===== config.mk =====
export PLATFORM = sky130hd
export DESIGN_NAME = irq_controller
export DESIGN_NICKNAME = d
export VERILOG_FILES = /design/src/rtl/irq_controller.sv
export SDC_FILE = /design/constraint.sdc
export NUM_CORES = 1
export LEC_CHECK = 0
export CORE_AREA = 2 2 52 59
export CTS_CLUSTER_SIZE = 24
export DETAILED_ROUTE_END_ITERATION = 16
export DIE_AREA = 0 0 54 61
export PLACE_DENSITY = 0.75
export SLEW_MARGIN = 20
export SYNTH_ARGS = -nofsm -noshare
export SYNTH_HDL_FRONTEND = slang
export SYNTH_SLANG_ARGS = --single-unit

===== constraint.sdc =====
create_clock -name clk -period 1.4 [get_ports clk]
set_clock_uncertainty 0.05 [all_clocks]
set_input_delay 0.28 -clock clk [delete_from_list [all_inputs] [get_ports clk]]
set_output_delay 0.28 -clock clk [all_outputs]
set_load 0.05 [all_outputs]

===== src/rtl/irq_controller.sv =====
// irq_controller: prioritized interrupt controller with per-line sync, edge/level modes and req/ack handshake
// Ports:
//   clk, rst           clock; asynchronous active-high reset
//   irq_in[N_IRQ]      raw asynchronous interrupt lines
//   cfg_we, cfg_sel    config write strobe; target 0=enable, 1=mode (1=edge), 2=pending W1C, 3=none
//   cfg_wdata[N_IRQ]   config write data
//   int_req, int_id    request to core and index of the requesting line (valid while int_req=1)
//   int_ack            one-cycle acknowledge from core
//   pending, enable    current pending vector (unmasked) and enable register
module irq_controller #(
   parameter int N_IRQ       = 4,
   parameter int ID_W        = 2,
   parameter int SYNC_STAGES = 2
) (
   input  logic             clk,
   input  logic             rst,
   input  logic [N_IRQ-1:0] irq_in,
   input  logic             cfg_we,
   input  logic [1:0]       cfg_sel,
   input  logic [N_IRQ-1:0] cfg_wdata,
   output logic             int_req,
   output logic [ID_W-1:0]  int_id,
   input  logic             int_ack,
   output logic [N_IRQ-1:0] pending,
   output logic [N_IRQ-1:0] enable
);
   typedef enum logic [1:0] {IDLE, REQ, SERVICE} state_t;
   state_t state_q;
   logic [SYNC_STAGES-1:0][N_IRQ-1:0] sync_q, sync_d;
   logic [N_IRQ-1:0] prev_q, prev_d, edge_q, edge_d, enable_q, enable_d, mode_q, mode_d;
   logic [N_IRQ-1:0] sync, rise, clr, cand;
   logic [ID_W-1:0]  id_q, win;
   logic             req_q;
   always_comb begin
      sync_d   = {sync_q[SYNC_STAGES-2:0], irq_in};
      sync     = sync_q[SYNC_STAGES-1];
      prev_d   = sync;
      rise     = sync & ~prev_q;
      // software W1C plus the clear implied by acknowledging the current request
      clr      = ((cfg_we && cfg_sel == 2'd2) ? cfg_wdata : '0)
               | ((state_q == REQ && int_ack) ? (N_IRQ'(1) << id_q) : '0);
      // a rising edge beats a same-cycle clear; edge state is kept only for edge-mode lines
      edge_d   = mode_q & (rise | (edge_q & ~clr));
      enable_d = (cfg_we && cfg_sel == 2'd0) ? cfg_wdata : enable_q;
      mode_d   = (cfg_we && cfg_sel == 2'd1) ? cfg_wdata : mode_q;
      pending  = (mode_q & edge_q) | (~mode_q & sync);
      enable   = enable_q;
      cand     = pending & enable_q;
      win      = '0;
      for (int i = N_IRQ - 1; i >= 0; i--) win = cand[i] ? ID_W'(i) : win;
      int_req  = req_q;
      int_id   = id_q;
   end
   always_ff @(posedge clk or posedge rst) begin
      if (rst) begin
         sync_q   <= '0;
         prev_q   <= '0;
         edge_q   <= '0;
         enable_q <= '0;
         mode_q   <= '0;
      end else begin
         sync_q   <= sync_d;
         prev_q   <= prev_d;
         edge_q   <= edge_d;
         enable_q <= enable_d;
         mode_q   <= mode_d;
      end
   end
   // SERVICE always leaves after one cycle; arbitration for the next request is done as it
   // leaves, so back-to-back requests are separated by exactly one int_req=0 cycle
   always_ff @(posedge clk or posedge rst) begin
      if (rst) begin
         state_q <= IDLE;
         id_q    <= '0;
         req_q   <= 1'b0;
      end else begin
         case (state_q)
            IDLE, SERVICE: begin
               state_q <= (|cand) ? REQ : IDLE;
               req_q   <= |cand;
               id_q    <= (|cand) ? win : id_q;
            end
            REQ: begin
               state_q <= int_ack ? SERVICE : (enable_q[id_q] ? REQ : IDLE);
               req_q   <= !int_ack && enable_q[id_q];
            end
            default: begin
               state_q <= IDLE;
               req_q   <= 1'b0;
            end
         endcase
      end
   end
endmodule


==> out/qor.txt, run 1 <==
post-synthesis cell area -> 1110 µm²
final hold vios -> 0
Area growth syn-to-layout -> 54.9%
CP Class -> reg2out
Worst EP required -> 1.07 ns
CTS buffer count -> 3
Power Internal -> 1.96 mW
post-layout min period -> 1.57 ns
Reg2Reg Setup Slack -> 0.01 ns
Wirelength per Cell -> 14.7 µm
# IOs -> 25
Leakage -> 0.770 nW
H-tree Lvls -> 1
share of layout cells above drive strength 1 -> 42.1%
unrepaired setup endpoints after global routing -> yes
routed wire length -> 2.34 mm
DR iter-0 viols -> 11
switching share of power -> 34.2%
Slew Viols, Final -> 0
vias in the first global route -> 835
CP startpoint kind -> flip-flop
Avg Inst Size Synth -> 13.4 µm²
Tot Pwr -> 2.98 mW
Switching Power -> 1.02 mW
worst r2r src -> int_id[0]$_DFFE_PP0P_
Core Box Area -> 2700 µm²
DIE HEIGHT -> 61 µm
Ys Warns -> 0
Post-Synth XOR/XNOR Area -> 0%
Netlist cell types -> 23
DR vias -> 810
peak supply drop -> 0.00106 V
FF-to-FF path depth -> 5
die area -> 3290 µm²
syn nets -> 97
Worst-Skew Late Latency -> 0.33 ns
grt ovf -> 0
crit path DAT -> 1.24 ns
Seq/Total Area, Yosys -> 62.9%
proportion of synthesized area in mux cells -> 14.5%
Die X -> 54 µm
final design utilization -> 63.8%
CTS tree -> yes
pwr dens -> 1730 nW/µm²
IO Port Bufs -> 24
Synth Area in Adders -> 0%
hold crit path type -> in2async
Remaining DRCs -> 0
CP Max Fanout -> 2
Mapped Cells -> 83
CTS clk-pin slew, worst paths -> 0.15 ns
Compound-Gate Fraction of Synth Area -> 8.88%
final setup fails -> 5
violated checks -> negative setup slack
Comb pwr share -> 45.6%
R2R Path End -> state_q[0]$_DFF_PP0_
largest net degree at the start of global routing -> 29
Antenna Cells -> 0
register bit total from synthesis -> 28
post-DP HPWL -> 1.59 mm
Crit. End Element -> output port
CP startpoint -> mode_q[1]$_DFFE_PP0P_
routed vias/inst -> 5.09
Core Rows -> 20
TritonRoute pass-1 iters -> 4
status -> complete, but fails checks
simple-gate portion of the synthesized area -> 11.7%
Setup WS post-layout -> -0.174 ns
fin crit share -> 112%
Max-Cap Viols -> 0
Worst Hold Slack -> 0.201 ns
largest family of logic cells by synthesized area -> multiplexers
Overall Global Routing Usage -> 16.6%
antenna violations before repair -> 0
CTS Root Cell -> clkbuf_4
GPL Wtd Cong -> 0.819
Initial Util -> 41.2%
Longest Clk Path Bufs -> 2
fmax -> 635 MHz
Flop pwr share -> 36.7%
fin nets -> 141
worst rel slew slack -> 76.1%
clock tree sinks -> 28
Worst-Margin Slew -> 0.357 ns
Filler cells -> 202
clock share of power -> 17.7%
first-pass GRT wire length -> 3.89 mm
ANT nets after route -> 0
cell families after synthesis:
| group | count (synthesis) |
|---|---|
| buf+inv | 5 |
| compound gates | 13 |
| mux | 13 |
| simple gates | 24 |
| flops | 28 |
worst max path at each step:
stage | endpoint | slack [ns] | cells after the start
floorplan | state_q[0]$_DFF_PP0_ | -0.06 | 4
global placement | enable[3]$_DFFE_PP0P_ | -0.21 | 3
detailed placement | enable[3]$_DFFE_PP0P_ | -0.26 | 3
CTS | pending[3] | -0.18 | 2
global route | pending[3] | -0.22 | 2
finish | pending[1] | -0.17 | 2
power by group through the flow:
stage	Clock [mW]	Combinational, mW	Sequential [mW]
after CTS	0.535	1.28	1.08
after global placement	0	1.22	1.05
after floorplan	0	0.387	1.31
final	0.527	1.36	1.09
after global routing	0.575	1.42	1.11
after detailed placement	0	1.24	1.07
critical path, stage by stage, from the launching register on:
cell and delay, ns:
dfrtp_1 0.43, mux2_4 0.33, buf_6 0.16
registers in the layout (all words and copies together), names as in the netlist:
| signal | flops |
|---|---|
| edge_q | 4 |
| mode_q | 4 |
| prev_q | 4 |
| int_id | 2 |
| enable | 4 |
| state_q | 2 |
| prev_d | 4 |
| sync_d | 4 |
layout by cell type (no fill, tap or decap), types with 3 or more instances in the layout:
| master | count |
|---|---|
| dfrtp_1 | 25 |
| clkdlybuf4s50_1 | 13 |
| buf_12 | 11 |
| nand2_1 | 9 |
| mux2_2 | 8 |
| buf_6 | 8 |
| buf_4 | 8 |
| mux2_4 | 4 |
| inv_1 | 4 |
| a32oi_1 | 3 |
| a21oi_1 | 3 |
| clkbuf_4 | 3 |
| dfrtp_2 | 3 |
routing by layer:
metal / up-vias / global-route usage (%) / routed length, µm
met4: 0 / 6.43 / 16
met3: 4 / 2.22 / 79
met1: 405 / 22.3 / 1040
met2: 21 / 27.4 / 1200
li1: 380 / - / -
met5: - / 0 / 0
stage by stage:
stage          cell area, µm²  worst slack (ns)  instances  TNS (ns)
5_1_grt                  1730            -0.221        159     -1.01
6_report                 1730            -0.174        159    -0.668
4_1_cts                  1660            -0.179        155    -0.686
3_5_place_dp             1550            -0.261        146     -2.41
2_1_floorplan            1120           -0.0625         83   -0.0625
3_3_place_gp             1550            -0.207        146     -2.10
final cells by class:
class | count | area (µm²) | share of cell area [%]
sequential | 28 | 704 | 40.8
timing repair buffer | 40 | 500 | 29.0
multi-input combinational | 50 | 412 | 23.9
tap | 33 | 41.3 | 2.39
clock inverter | 1 | 30.0 | 1.74
clock buffer | 3 | 22.5 | 1.31
inverter | 4 | 15.0 | 0.870
synth_stat cells (all sizes together):
master | instances | area [µm²]
a21boi | 2 | 15.0
o21a | 1 | 7.51
o21ba | 1 | 10.0
nor3b | 1 | 12.5
a32oi | 3 | 26.3
nand3b | 1 | 7.51
nor2b | 2 | 12.5
nand2 | 12 | 47.6
mux2 | 12 | 139
inv | 4 | 15.0
dfrtp | 28 | 701
nand2b | 2 | 12.5
nor2 | 1 | 3.75
o22a | 1 | 10.0
mux4 | 1 | 22.5
buf | 1 | 7.51
and3b | 2 | 17.5
nand3 | 2 | 10.0
o211ai | 2 | 15.0
a21oi | 3 | 15.0
nand4 | 1 | 6.26
repair_timing:
item / CTS / global route
hold buffers: 0 / 0
resized for setup: 5 / 10
pin swaps: 0 / 3
setup buffers: 6 / 5
setup endpoints to repair: 6 / 13
cloned: 0 / 0
Note: power is estimated with default switching activity, not from simulation.
==> inputs of run 2 (changes only) <==
==> config.mk (replaced) <==
export PLATFORM = sky130hd
export DESIGN_NAME = irq_controller
export DESIGN_NICKNAME = d
export VERILOG_FILES = /design/src/rtl/irq_controller.sv
export SDC_FILE = /design/constraint.sdc
export NUM_CORES = 1
export LEC_CHECK = 0
export CORE_AREA = 2 2 47 66
export CTS_CLUSTER_SIZE = 24
export DETAILED_ROUTE_END_ITERATION = 16
export DIE_AREA = 0 0 49 68
export PLACE_DENSITY = 0.74
export SLEW_MARGIN = 10
export SYNTH_ARGS = -nofsm -noshare
export SYNTH_HDL_FRONTEND = slang
export SYNTH_SLANG_ARGS = --single-unit
==> run 2 against run 1 <==
Compared with the run above:
- the flow still finishes with violations (negative setup slack)
- power is 4.0% lower
- setup slack better by 0.059 ns
- first-iteration DRC count up 36%
- global-route usage about the same
- sequential power fell by 5%
- maximum frequency rose by 3.9%
- non-clock buffer count up 1
- critical path type unchanged
- largest cell class unchanged
- highest routed layer unchanged
==> out/qor.txt, run 2 (synthesis gave the netlist of run 1 again) <==
status -> complete, but fails checks
violated checks -> negative setup slack
CTS buffer count -> 3 (unchanged)
fin crit share -> 108% (-4.2 points)
first-pass GRT wire length -> 4.02 mm (+3.2%)
antenna violations before repair -> 0 (unchanged)
IO Port Bufs -> 24 (unchanged)
final design utilization -> 61.0% (-2.8 points)
commonest cells after routing, fill and taps aside -> 26 x dfrtp_1, 16 x buf_4, 13 x clkdlybuf4s50_1
Filler cells -> 231 (+14%)
Initial Util -> 39.9% (-1.3 points)
Area growth syn-to-layout -> 52.9%
CTS tree -> yes
Antenna Cells -> 0 (unchanged)
final setup TNS -> -0.374 ns (+0.294 ns)
die area -> 3330 µm² (+1.2%)
commonest non-fill, non-tap cell in the layout -> dfrtp_1
fmax -> 660 MHz (+3.9%)
Slew Viols, Final -> 0 (unchanged)
# IOs -> 25 (unchanged)
grt ovf -> 0 (unchanged)
CP Class -> reg2out
clock tree sinks -> 28 (unchanged)
Leakage -> 0.763 nW (-0.90%)
CP top delay family -> flip-flops
CP Max Fanout -> 3 (+1)
Die X -> 49 µm (-9.3%)
Overall Global Routing Usage -> 16.6% (+0.028 points)
DIE HEIGHT -> 68 µm (+11%)
CP startpoint kind -> flip-flop
final setup fails -> 4 (-1)
Worst-Skew Late Latency -> 0.27 ns (-0.06 ns)
CTS clk-pin slew, worst paths -> 0.08 ns (-0.07 ns)
CTS Root Cell -> clkbuf_8
peak supply drop -> 0.00108 V (+1.4%)
share of layout cells above drive strength 1 -> 40.9% (-1.1 points)
Wirelength per Cell -> 15.4 µm (+4.8%)
hold buffer count at CTS -> 0 (unchanged)
Longest Clk Path Bufs -> 2 (unchanged)
Remaining DRCs -> 0 (unchanged)
hold crit path type -> in2async
largest net degree at the start of global routing -> 29 (unchanged)
Worst EP required -> 1.07 ns (about the same)
DR iter-0 viols -> 15 (+4)
unrepaired setup endpoints after global routing -> yes
vias in the first global route -> 860 (+3.0%)
Core Rows -> 23 (+15%)
TritonRoute pass-1 iters -> 3 (-1)
fin nets -> 142 (+0.71%)
Max stage delay cell, worst path -> dfrtp_1
worst path bufs/invs -> 1 (unchanged)
Final Instance Count excl. Fillers -> 164 (+3.1%)
crit-path cells -> mux2_4, buf_12
pwr dens -> 1680 nW/µm² (-2.8%)
DR vias -> 822 (+1.5%)
post-layout min period -> 1.51 ns (-0.0594 ns)
ANT nets after route -> 0 (unchanged)
routed vias/inst -> 5.01 (-1.6%)
GPL Wtd Cong -> 0.782 (-4.5%)
Placed Cells -> 152 (+4.1%)
worst rel slew slack -> 86.5% (+10 points)
Core Box Area -> 2790 µm² (+3.3%)
Max-Cap Viols -> 0 (unchanged)
Setup WS post-layout -> -0.115 ns (+0.0594 ns)
Crit. End Element -> output port
crit path DAT -> 1.18 ns (-0.06 ns)
Crit path largest cell delay -> 0.43 ns (about the same)
dpl ws -> -0.213 ns (+0.0479 ns)
final hold vios -> 0 (unchanged)
Worst-Margin Slew -> 0.202 ns (-0.155 ns)
routed wire length -> 2.53 mm (+8.0%)
H-tree Lvls -> 1 (unchanged)
post-DP HPWL -> 1.79 mm (+13%)
==> run 2: worst paths after layout <==
| path | from | endpoint | slack (ns) | cells after the start |
|---|---|---|---|---|
| worst min register to register | sync_d[5]$_DFF_PP0_ | prev_d[1]$_DFF_PP0_ | 0.30 | 0 |
| max in group asynchronous | rst | int_id[0]$_DFFE_PP0P_ | 0.84 | 3 |
| min in group clk | sync_d[5]$_DFF_PP0_ | prev_d[1]$_DFF_PP0_ | 0.30 | 0 |
| worst min-delay path | rst | sync_d[4]$_DFF_PP0_ | 0.29 | 3 |
| worst max register to register | mode_q[3]$_DFFE_PP0P_ | state_q[0]$_DFF_PP0_ | 0.02 | 5 |
| worst max-delay path | mode_q[3]$_DFFE_PP0P_ | pending[3] | -0.11 | 2 |
==> run 2: area by class of cell <==
class                           instances  area (µm²)  share of cell area, %
Clock buffer                            4        45.0                   2.65
Inverter                                4        15.0                  0.882
Multi-Input combinational cell         50         412                   24.2
Tap cell                               37        46.3                   2.72
Timing Repair Buffer                   41         482                   28.3
Sequential cell                        28         703                   41.3
==> run 2: per-layer routing <==
| layer | share of wire [%] | wire, µm | vias up | track usage, % |
|---|---|---|---|---|
| li1 | - | - | 378 | - |
| met1 | 37 | 923 | 413 | 17.9 |
| met2 | 56 | 1420 | 22 | 30.7 |
| met3 | 3.3 | 84 | 9 | 2.62 |
| met4 | 3.8 | 97 | 0 | 10.7 |
| met5 | 0 | 0 | - | 0 |
==> run 2: worst register-to-register path, cell delays in order, from the launching register on <==
cell and delay, ns:
dfrtp_1 0.43, mux2_4 0.33, buf_4 0.14, nand2_4 0.06, nand4_1 0.09, o21a_1 0.17
==> run 2: what timing repair did <==
action / CTS / global route
gates resized for setup: 5 / 2
setup endpoints to repair: 4 / 7
buffers inserted: 5 / 3
pin swaps: 1 / 0
==> run 2: power by group <==
group | internal [mW] | switching (mW) | total, mW
logic | 0.709 | 0.671 | 1.38
registers | 0.945 | 0.0986 | 1.04
clock network | 0.204 | 0.233 | 0.437
==> run 2: stage by stage <==
| stage | total power, mW | cell area [µm²] | hold slack [ns] |
|---|---|---|---|
| 5_1_grt | 2.99 | 1700 | 0.294 |
| 6_report | 2.86 | 1700 | 0.291 |
| 3_3_place_gp | 2.31 | 1570 | 0.283 |
| 4_1_cts | 2.84 | 1670 | 0.293 |
| 2_1_floorplan | 1.70 | 1120 | 0.261 |
| 3_5_place_dp | 2.34 | 1570 | 0.291 |
==> inputs of run 3 (changes only) <==
--- a/config.mk
+++ b/config.mk
@@ -10,6 +10,7 @@
 export DETAILED_ROUTE_END_ITERATION = 16
 export DIE_AREA = 0 0 49 68
 export PLACE_DENSITY = 0.74
+export SETUP_SLACK_MARGIN = 0.1
 export SLEW_MARGIN = 10
 export SYNTH_ARGS = -nofsm -noshare
 export SYNTH_HDL_FRONTEND = slang
==> run 3 against run 2 <==
Compared with the run above:
- the flow still finishes with violations (negative setup slack)
- first-iteration DRC count decreased by 6.7%
- power increased by 8.9%
- wire length down 0.59%
- non-clock buffer count rose by 2
- setup slack improved by 0.0043 ns
- final area grew 2.9%
- final cell count grew 1.2%
- via count is 2.2% higher
- highest routed layer unchanged
==> out/qor.txt, run 3 (synthesis gave the netlist of run 1 again) <==
Slew Viols, Final -> 0 (unchanged)
violated checks -> negative setup slack
pwr dens -> 1780 nW/µm² (+5.8%)
Placed Cells -> 152 (unchanged)
DIE HEIGHT -> 68 µm (unchanged)
fin nets -> 144 (+1.4%)
commonest cells after routing, fill and taps aside -> 25 x dfrtp_1, 12 x buf_4, 9 x nand2_1, 9 x clkdlybuf4s50_1
Longest Clk Path Bufs -> 2 (unchanged)
# IOs -> 25 (unchanged)
Crit. End Element -> output port
CP Class -> reg2out
Worst EP required -> 1.07 ns (about the same)
commonest non-fill, non-tap cell in the layout -> dfrtp_1
Remaining DRCs -> 0 (unchanged)
CTS Root Cell -> clkbuf_8
crit path DAT -> 1.18 ns (about the same)
unrepaired setup endpoints after global routing -> yes
post-DP HPWL -> 1.81 mm (+1.2%)
share of layout cells above drive strength 1 -> 45.0% (+4.0 points)
largest net degree at the start of global routing -> 21 (-28%)
Worst-Skew Late Latency -> 0.28 ns (about the same)
Leakage -> 0.804 nW (+5.3%)
hold crit path type -> in2async
Die X -> 49 µm (unchanged)
Max-Cap Viols -> 0 (unchanged)
Core Box Area -> 2790 µm² (unchanged)
Core Rows -> 23 (unchanged)
Initial Util -> 39.9% (unchanged)
first-pass GRT wire length -> 4.23 mm (+5.3%)
final hold vios -> 0 (unchanged)
clock tree sinks -> 28 (unchanged)
fmax -> 662 MHz (+0.29%)
routed wire length -> 2.51 mm (-0.59%)
final setup fails -> 4 (unchanged)
worst rel slew slack -> 83.0% (-3.5 points)
ANT nets after route -> 0 (unchanged)
dpl ws -> -0.258 ns (-0.0447 ns)
post-layout min period -> 1.51 ns (-0.00433 ns)
Overall Global Routing Usage -> 17.6% (+0.91 points)
peak supply drop -> 0.00104 V (-3.4%)
DR vias -> 840 (+2.2%)
die area -> 3330 µm² (unchanged)
hold buffer count at CTS -> 0 (unchanged)
CTS buffer count -> 3 (unchanged)
Wirelength per Cell -> 15.1 µm (-1.8%)
Setup WS post-layout -> -0.110 ns (+0.00433 ns)
Filler cells -> 222 (-3.9%)
IO Port Bufs -> 24 (unchanged)
H-tree Lvls -> 1 (unchanged)
Antenna Cells -> 0 (unchanged)
Worst-Margin Slew -> 0.255 ns (+0.0526 ns)
grt ovf -> 0 (unchanged)
final setup TNS -> -0.411 ns (-0.0370 ns)
CTS clk-pin slew, worst paths -> 0.10 ns (+0.02 ns)
CTS tree -> yes
vias in the first global route -> 920 (+7.0%)
routed vias/inst -> 5.06 (+0.96%)
Area growth syn-to-layout -> 57.4%
Worst Hold Slack -> 0.225 ns (-0.0659 ns)
CP Max Fanout -> 2 (-1)
status -> complete, but fails checks
Final Instance Count excl. Fillers -> 166 (+1.2%)
final design utilization -> 62.8% (+1.8 points)
GPL Wtd Cong -> 0.754 (-3.5%)
DR iter-0 viols -> 14 (-1)
CP startpoint kind -> flip-flop
fin crit share -> 108% (-0.31 points)
antenna violations before repair -> 0 (unchanged)
TritonRoute pass-1 iters -> 4 (+1)
[run 3: cell type report]
class | count | area [µm²] | share of cell area, %
Clock buffer | 3 | 41.3 | 2.36
Clock inverter | 1 | 30.0 | 1.71
Inverter | 4 | 15.0 | 0.857
Multi-Input combinational cell | 50 | 422 | 24.1
Sequential cell | 28 | 704 | 40.2
Tap cell | 37 | 46.3 | 2.64
Timing Repair Buffer | 43 | 494 | 28.2
[run 3: timing repair]
item,4_1_cts,5_1_grt
hold endpoints to repair,0,0
pin swaps,2,4
setup buffers,6,4
gates resized for setup,22,4
setup endpoints to repair,17,15
[run 3: final timing paths]
| path | start | endpoint | slack [ns] | cells after the start |
|---|---|---|---|---|
| worst max register to register | mode_q[1]$_DFFE_PP0P_ | int_id[0]$_DFFE_PP0P_ | 0.01 | 5 |
| worst max-delay path | mode_q[2]$_DFFE_PP0P_ | pending[2] | -0.11 | 2 |
| worst min-delay path | rst | mode_q[0]$_DFFE_PP0P_ | 0.23 | 3 |
| min in group clk | sync_d[5]$_DFF_PP0_ | prev_d[1]$_DFF_PP0_ | 0.31 | 0 |
| max in group asynchronous | rst | state_q[0]$_DFF_PP0_ | 0.78 | 3 |
| worst min register to register | sync_d[5]$_DFF_PP0_ | prev_d[1]$_DFF_PP0_ | 0.31 | 0 |
[run 3: per-layer routing]
layer  part of all wire, %  vias up  GRT usage, %  wire, µm
met5                     0        -             0         0
met4                   3.7        0          11.8        92
met3                   3.5        8          2.18        89
met2                    55       36          32.7      1370
met1                    38      411          18.8       960
li1                      -      385             -         -
[run 3: metrics by stage]
stage / power, mW / instance area, µm²
2_1_floorplan: 1.71 / 1130
3_3_place_gp: 2.24 / 1530
3_5_place_dp: 2.27 / 1530
4_1_cts: 3.05 / 1710
5_1_grt: 3.23 / 1750
6_report: 3.12 / 1750
[run 3: worst max-delay path, cell delays in order (launching register included)]
cell and delay, ns:
dfrtp_1 0.42, mux2_4 0.33, buf_8 0.15
[run 3: power breakdown]
part | internal (mW) | leakage, nW | switching (mW) | total (mW)
sequential | 0.949 | 0.333 | 0.121 | 1.07
combinational | 0.748 | 0.435 | 0.668 | 1.42
clock | 0.383 | 0.0357 | 0.247 | 0.630
total | 2.08 | 0.804 | 1.04 | 3.12
